## src/rtl/rf_wb_sched.sv

```systemverilog
`default_nettype none
// ============================================================================
// Module      : rf_wb_sched
// Description : Write-back scheduler and scoreboard for the 32x32 register
//               file. Shares the single RF write port between the in-order
//               pipeline write-back (priority) and the MDU (valid/ready).
//               Tracks in-flight MDU destinations and stalls issue on RAW/WAW
//               hazards. A starvation counter bounds MDU wait time by holding
//               the pipeline write-back for one cycle.
// Ports       : clk, rst                      - clock, async active-high reset
//               pipe_wr_en_i/adr_i/dt_i       - pipeline write-back request
//               wb_hold_o                     - pipeline must re-present write
//               mdu_valid_i/adr_i/dt_i        - MDU result
//               mdu_ready_o                   - MDU result accepted
//               iss_valid_i/mdu_i/rs1_i/rs2_i/rd_i - issuing instruction
//               iss_stall_o                   - issue must not proceed
//               rf_wr_o/rf_wr_adr_o/rf_wr_dt_o - RF write port
//               sb_err_o                      - sticky scoreboard error
// Revision    : 1.0 - initial release
// ============================================================================
module rf_wb_sched #(
  parameter int STARVE_LIMIT = 4
) (
  input  logic        clk,
  input  logic        rst,
  input  logic        pipe_wr_en_i,
  input  logic [4:0]  pipe_wr_adr_i,
  input  logic [31:0] pipe_wr_dt_i,
  output logic        wb_hold_o,
  input  logic        mdu_valid_i,
  output logic        mdu_ready_o,
  input  logic [4:0]  mdu_adr_i,
  input  logic [31:0] mdu_dt_i,
  input  logic        iss_valid_i,
  input  logic        iss_mdu_i,
  input  logic [4:0]  iss_rs1_i,
  input  logic [4:0]  iss_rs2_i,
  input  logic [4:0]  iss_rd_i,
  output logic        iss_stall_o,
  output logic        rf_wr_o,
  output logic [4:0]  rf_wr_adr_o,
  output logic [31:0] rf_wr_dt_o,
  output logic        sb_err_o
);

  localparam int CNT_W = $clog2(STARVE_LIMIT + 1);
  localparam logic [CNT_W-1:0] C_LIMIT = CNT_W'(STARVE_LIMIT);

  logic [31:1]      pending_q, pending_d;
  logic [CNT_W-1:0] starve_q, starve_d;
  logic             sb_err_q, sb_err_d;

  logic [31:0]      pend_full;
  logic             pipe_real;
  logic             mdu_acc;
  logic             pipe_sel;
  logic             set_en;
  logic             clr_en;

  // x0 is never pending; expose a full 32-bit view so indexing by any
  // 5-bit register number is uniform.
  assign pend_full = {pending_q, 1'b0};

  assign pipe_real   = pipe_wr_en_i & (pipe_wr_adr_i != 5'd0);
  assign wb_hold_o   = ~rst & mdu_valid_i & (starve_q == C_LIMIT);
  assign mdu_ready_o = ~rst & (~pipe_real | wb_hold_o);
  assign mdu_acc     = mdu_valid_i & mdu_ready_o;
  // The pipeline only gets the port when the MDU is not using it and the
  // pipeline is not being held back for a starving MDU result.
  assign pipe_sel    = ~mdu_acc & pipe_real & ~wb_hold_o;

  always_comb begin
    rf_wr_o     = 1'b0;
    rf_wr_adr_o = 5'd0;
    rf_wr_dt_o  = 32'd0;
    if (mdu_acc) begin
      rf_wr_o     = ~rst & (mdu_adr_i != 5'd0);
      rf_wr_adr_o = mdu_adr_i;
      rf_wr_dt_o  = mdu_dt_i;
    end else if (pipe_sel) begin
      rf_wr_o     = ~rst;
      rf_wr_adr_o = pipe_wr_adr_i;
      rf_wr_dt_o  = pipe_wr_dt_i;
    end
  end

  // Registered pending only: an MDU write in this cycle does not release a
  // stall until the next cycle, when the RF read sees the committed value.
  assign iss_stall_o = ~rst & iss_valid_i &
                       (pend_full[iss_rs1_i] | pend_full[iss_rs2_i] |
                        pend_full[iss_rd_i]);

  assign set_en = iss_valid_i & ~iss_stall_o & iss_mdu_i & (iss_rd_i != 5'd0);
  assign clr_en = mdu_acc & (mdu_adr_i != 5'd0);

  // Set and clear cannot collide on one register (a pending rd stalls), so
  // both are applied independently per bit.
  always_comb begin
    pending_d = pending_q;
    for (int i = 1; i < 32; i++) begin
      if (set_en && (iss_rd_i == 5'(i))) pending_d[i] = 1'b1;
      if (clr_en && (mdu_adr_i == 5'(i))) pending_d[i] = 1'b0;
    end
  end

  always_comb begin
    starve_d = starve_q;
    if (mdu_acc || !mdu_valid_i) begin
      starve_d = '0;
    end else if (starve_q != C_LIMIT) begin
      starve_d = starve_q + 1'b1;
    end
  end

  assign sb_err_d = sb_err_q | (clr_en & ~pend_full[mdu_adr_i]);

  always_ff @(posedge clk or posedge rst) begin
    if (rst) begin
      pending_q <= '0;
      starve_q  <= '0;
      sb_err_q  <= 1'b0;
    end else begin
      pending_q <= pending_d;
      starve_q  <= starve_d;
      sb_err_q  <= sb_err_d;
    end
  end

  assign sb_err_o = sb_err_q;

endmodule
`default_nettype wire

```

## config.mk

```make
export PLATFORM = sky130hd
export DESIGN_NAME = rf_wb_sched
export DESIGN_NICKNAME = d
export VERILOG_FILES = /design/src/rtl/rf_wb_sched.sv
export SDC_FILE = /design/constraint.sdc
export NUM_CORES = 1
export LEC_CHECK = 0
export BUFFER_PORTS_ARGS = -buffer_cell sky130_fd_sc_hd__buf_2
export CAP_MARGIN = 25
export CORE_MARGIN = 2
export CORE_UTILIZATION = 45
export DETAILED_ROUTE_END_ITERATION = 6
export PLACE_DENSITY_LB_ADDON = 0.15
export SYNTH_ARGS = -nofsm -noshare
export SYNTH_HDL_FRONTEND = slang
export SYNTH_SLANG_ARGS = --single-unit
```

## constraint.sdc

```tcl
create_clock -name clk -period 2.8 [get_ports clk]
set_input_delay 0.14 -clock clk [delete_from_list [all_inputs] [get_ports clk]]
set_output_delay 0.14 -clock clk [all_outputs]
set_load 0.05 [all_outputs]
```

==> flow_summary.ini, run 1 <==
[floorplanning]
placementRows = 31
die_y_um = 91.6
initial_utilization_pct = 47.1
ioPinCount = 137
die-area_um2 = 8390
die_w_um = 91.6
coreArea_um2 = 7330

[drt]
wirelength_um = 12500
dr.first_iter.drc_count = 274
vias = 3869
drc = 0
wire_per_inst_um = 19.8
firstDrtPassIters = 4
antenna_left = 0
avgViaCountPerCell = 6.13

[cts]
cts.path.max_buffers = 2
cts-root-buf = clkbuf_8
cts_made_buffers = 5
post_cts_buffers = 0
insertion_delay_ns = 0.29
htree_levels = 2
clock_sinks = 35
cts_tree = done
ctsHoldBuffers = 0
cts.clk_slew.worst_paths_ns = 0.07
postCtsResizedCells = 0

[synth]
synth_edf_count = 0
async_flop_share_pct = 100
syn_inst = 408
syn_nets = 505
synth_top_area_share_pct = 25.4
synth_seq_cells = 35
synth_flop_cell = dfrtp_1
yosysWarnings = 0
syn_avg_cell_area_um2 = 8.47
yosys-top-cells-area = dfrtp_1 (25%), mux2i_1 (11%), a22o_1 (9.4%)
synth-seq-area-share_pct = 25.4
ys_types = 51
synth_top_cell_by_area = dfrtp_1
syn-cell-area_um2 = 3450

[setup_path]
r2r_cells = 8
critPathSlowestCell = dfrtp_1
max_stage_delay_ns = 0.39
critical-path-top-delay-family = buffers and inverters
r2r_start = pending_q[7]
critPathBufInv = 3
r2r_slack_ns = 0.32
r2r_end = pending_q[30]
setup.worst_path.end_class = primary output
critPathRequiredTime_ns = 2.66
arrival_ns = 2.41
critPathLaunchType = register
crit_type = register to primary output
crit_chain = inv_1 > ha_1 > and4b_2 > a211oi_4 > buf_4 > a22o_1 > buf_2
cp_max_fo = 35

[timing]
tns_ns = 0
slew_viol_final = 0
setup_viol = 0
finalHoldViolations = 0
hold_ws_ns = 0.0465
period_minus_slack_ns = 2.55
fin_crit_sh_pct = 91.2
max_freq_mhz = 392
fin_skew_ns = 0.00751
tightest_slew_ns = 0.602
rsz0062_at_grt = no
slew_headroom_pct = 59.7

[global_routing]
gr-usage-all-layers_pct = 29.6
grt_max_degree = 39
grtUsageMet3_pct = 5.51
grt.overflow.total = 0
grt-busiest-layer = met2
grt_pass1_vias = 3802
antenna_found_initial = 0
grt_util_met2_pct = 47.1
use_met1_pct = 40.8
grt_pass1_wl_um = 19800

[finish]
n_antenna_cell = 0
drive_gt1_share_pct = 34.0
synthToLayoutAreaGrowth_pct = 25.1
layout_common_cells = buf_2 (136), nand2_1 (56), mux2i_1 (39)
final_common_cell = buf_2
nNetsFinal = 628

[place]
place_hpwl_um = 9640
io_buffers = 136
place.gp.congestion = 0.930

[flow_run]
cap_violations = 0

[power_and_ir_drop]
power.density_nw_per_um2 = 448
p_leak_nw = 2.01
ir_drop_mv = 0.223
finalPower_mw = 1.94

[worst_hold_path]
min-delay-path-class = input port to async pin

[outcome]
status = finished clean
## where the power goes
| group | leakage [nW] | switching [mW] | total (mW) | internal (mW) |
|---|---|---|---|---|
| Clock | 0.0515 | 0.184 | 0.408 | 0.225 |
| Combinational | 1.50 | 0.465 | 0.787 | 0.322 |
| Sequential | 0.454 | 0.152 | 0.740 | 0.589 |
| Total | 2.01 | 0.800 | 1.94 | 1.14 |
## final cells by class
| type | instances | area [µm²] |
|---|---|---|
| repair buffers | 148 | 783 |
| fillers | 699 | 3010 |
| inverters | 7 | 26.3 |
| multi-input cells | 334 | 2410 |
| well taps | 99 | 124 |
| flip-flops and latches | 35 | 876 |
| clock buffers | 8 | 100 |
## how the worst max path moves through the flow
stage,endpoint,cells past startpoint,start
global route,rf_wr_dt_o[3],7,starve_q[0]
global placement,pending_q[21],8,starve_q[0]
floorplan,rf_wr_dt_o[10],8,starve_q[0]
CTS,rf_wr_dt_o[28],8,starve_q[0]
detailed placement,pending_q[30],8,pending_q[7]
finish,rf_wr_dt_o[28],7,starve_q[0]
## state kept, by name, indices dropped and copies added (netlist names)
| name | count |
|---|---|
| pending_q | 31 |
| sb_err_o | 1 |
| starve_q | 3 |
## stage by stage
step | util (%) | cells | setup WS (ns) | area, µm²
final | 58.9 | 631 | 0.247 | 4320
after global routing | 58.9 | 631 | 0.0968 | 4320
after CTS | 58.7 | 629 | 0.196 | 4310
after detailed placement | 57.4 | 621 | 0.412 | 4210
after global placement | 57.4 | 621 | 0.484 | 4210
after floorplan | - | 408 | 0.124 | 3460
## cells in the mapped netlist (2+ instances only)
cell type / count
mux2i_1: 39
nand4_1: 9
and2_1: 4
nand2b_1: 8
nor2b_1: 17
o41ai_2: 4
dfrtp_1: 35
nor3_1: 3
nand2_1: 56
clkbuf_1: 17
o211ai_1: 6
inv_1: 7
ha_1: 2
mux4_2: 12
buf_6: 3
a22oi_1: 9
and4b_1: 3
nor3b_1: 2
buf_2: 10
nor2_1: 22
a21oi_1: 12
a311oi_1: 2
or4_1: 2
a22o_1: 37
nand3_1: 26
o21ai_0: 36
## worst min-delay path: stages
cell,delay [ns]
buf_2,0.16
inv_1,0.07
buf_4,0.40
## per-layer routing
| metal | wire, µm | up-vias |
|---|---|---|
| met3 | 946 | 28 |
| li1 | - | 1786 |
| met5 | 0 | - |
| met1 | 5260 | 1863 |
| met4 | 269 | 0 |
| met2 | 6010 | 192 |
## logic make-up (layout without fill, tap and decap cells)
family                   count (synthesis)  after routing  share of synthesized area (%)
flip-flops                              35             35                           25.4
buffers and inverters                   39            163                           5.29
multiplexers                            53             53                           19.9
XOR/XNOR                                 1              1                          0.254
adder cells (fa/ha/maj)                  2              2                          0.724
AND/OR/NAND/NOR                        162            162                           23.8
AO/OA/AOI/OAI                          116            116                           24.7
Note: power is estimated with default switching activity, not from simulation.
==> inputs of run 2 (changes only) <==
--- a/config.mk
+++ b/config.mk
@@ -7,6 +7,7 @@
 export LEC_CHECK = 0
 export BUFFER_PORTS_ARGS = -buffer_cell sky130_fd_sc_hd__buf_2
 export CAP_MARGIN = 25
+export CORE_ASPECT_RATIO = 1.1
 export CORE_MARGIN = 2
 export CORE_UTILIZATION = 45
 export DETAILED_ROUTE_END_ITERATION = 6
==> flow_summary.ini, run 2 (same netlist as run 1, synthesis figures left out) <==
[drt]
firstDrtPassIters = 5
vias = 3782
avgViaCountPerCell = 6.09
antenna_left = 0
wire_per_inst_um = 20.2
drc = 0
wirelength_um = 12600
dr.first_iter.drc_count = 234

[finish]
final_common_cell = buf_2
drive_gt1_share_pct = 34.3
nNetsFinal = 630
layout_common_cells = buf_2 (136), nand2_1 (56), mux2i_1 (39)
largest_register = pending_q
n_antenna_cell = 0
synthToLayoutAreaGrowth_pct = 25.5
largest_register_ffs = 31

[cts]
cts-root-buf = clkbuf_8
insertion_delay_ns = 0.29
cts_made_buffers = 5
cts.path.max_buffers = 2
cts_tree = done
htree_levels = 2
clock_sinks = 35
cts.clk_slew.worst_paths_ns = 0.07

[timing]
period_minus_slack_ns = 2.57
fin_crit_sh_pct = 91.9
setup_viol = 0
tightest_slew_ns = 0.462
fin_skew_ns = 0.0109
rsz0062_at_grt = no
finalHoldViolations = 0
tns_ns = 0
max_freq_mhz = 389
hold_ws_ns = 0.224
finalWorstSetupSlack_ns = 0.228
slew_headroom_pct = 69.1
slew_viol_final = 0

[place]
place.gp.congestion = 0.956
place_hpwl_um = 9970
io_buffers = 136
dpl_worst_slack_ns = 0.295

[global_routing]
antenna_found_initial = 0
grtUsageMet3_pct = 3.52
grt_max_degree = 38
use_met1_pct = 34.8
grt.overflow.total = 0
grt_util_met2_pct = 55.2
grt_pass1_wl_um = 19100
grt-busiest-layer = met2
gr-usage-all-layers_pct = 30.0
grt_pass1_vias = 3631

[setup_path]
crit_start = starve_q[0]
arrival_ns = 2.43
crit_type = register to primary output
critPathRequiredTime_ns = 2.66
r2r_slack_ns = 0.35
r2r_start = pending_q[7]
cp_max_fo = 35
critPathLaunchType = register
setup.worst_path.end_class = primary output

[floorplanning]
coreArea_um2 = 7430
ioPinCount = 137
initial_utilization_pct = 46.5
die_w_um = 87.5
die_y_um = 95.9
placementRows = 33
die-area_um2 = 8390

[power_and_ir_drop]
p_leak_nw = 2.02
power.density_nw_per_um2 = 460
ir_drop_mv = 0.265

[flow_run]
cap_violations = 0

[worst_hold_path]
min-delay-path-class = input port to register
hold_path_startpoint = mdu_valid_i

[outcome]
status = finished clean
-- run 2: cell count changes in the layout (fill, tap and decap cells not counted) --
| cell | delta |
|---|---|
| clkinv_2 | +1 |
| clkbuf_8 | -1 |
| clkbuf_1 | -1 |
| buf_4 | +1 |
| buf_12 | -1 |
| dlygate4sd3_1 | +1 |
| buf_8 | +1 |
| bufinv_16 | +1 |
-- run 2: final timing paths --
check | to | cells after the start
min in group asynchronous | starve_q[2] | 3
hold reg to reg | sb_err_o | 1
max in group asynchronous | pending_q[10] | 4
setup reg to reg | pending_q[3] | 9
hold / removal | starve_q[1] | 3
setup / recovery | rf_wr_dt_o[9] | 7
-- run 2: layer usage --
metal / share of wire (%) / vias up
li1: - / 1789
met1: 38 / 1791
met2: 53 / 172
met3: 5.2 / 30
met4: 3.8 / 0
met5: 0 / -
-- run 2: final cells by class --
cell class / count / area, µm²
clock inverters: 2 / 35.0
repair buffers: 150 / 796
clock buffers: 6 / 82.6
inverters: 7 / 26.3
fillers: 699 / 3100
well taps: 87 / 109
flip-flops and latches: 35 / 876
multi-input cells: 334 / 2410
-- run 2: what timing repair did --
item / 4_1_cts / 5_1_grt
pin swaps: 0 / 1
setup endpoints to repair: 1 / 3
hold buffers: 1 / 0
setup buffers: 0 / 4
endpoints found under the hold margin: 4 / 0
gates resized for setup: 1 / 1
-- run 2: power breakdown --
| group | leakage, nW | switching, mW | total [mW] | internal [mW] |
|---|---|---|---|---|
| clock | 0.0612 | 0.186 | 0.474 | 0.288 |
| combinational | 1.51 | 0.478 | 0.801 | 0.323 |
| sequential | 0.454 | 0.130 | 0.719 | 0.589 |
-- run 2: critical path, cell delays in order, from the launching register on --
cell      delay (ns)
dfrtp_1         0.39
inv_1           0.06
ha_1            0.23
and4b_2         0.28
a211oi_4        0.22
buf_4           0.38
a22o_1          0.29
buf_2           0.29
-- run 2: stage by stage --
| step | util [%] | instance area (µm²) | power (mW) | instances |
|---|---|---|---|---|
| finish | 58.3 | 4340 | 1.99 | 621 |
| global route | 58.3 | 4340 | 2.11 | 621 |
| CTS | 57.9 | 4300 | 1.99 | 617 |
| detailed placement | 56.1 | 4170 | 1.51 | 608 |
| global placement | 56.1 | 4170 | 1.51 | 608 |
| floorplan | - | 3460 | 1.24 | 408 |
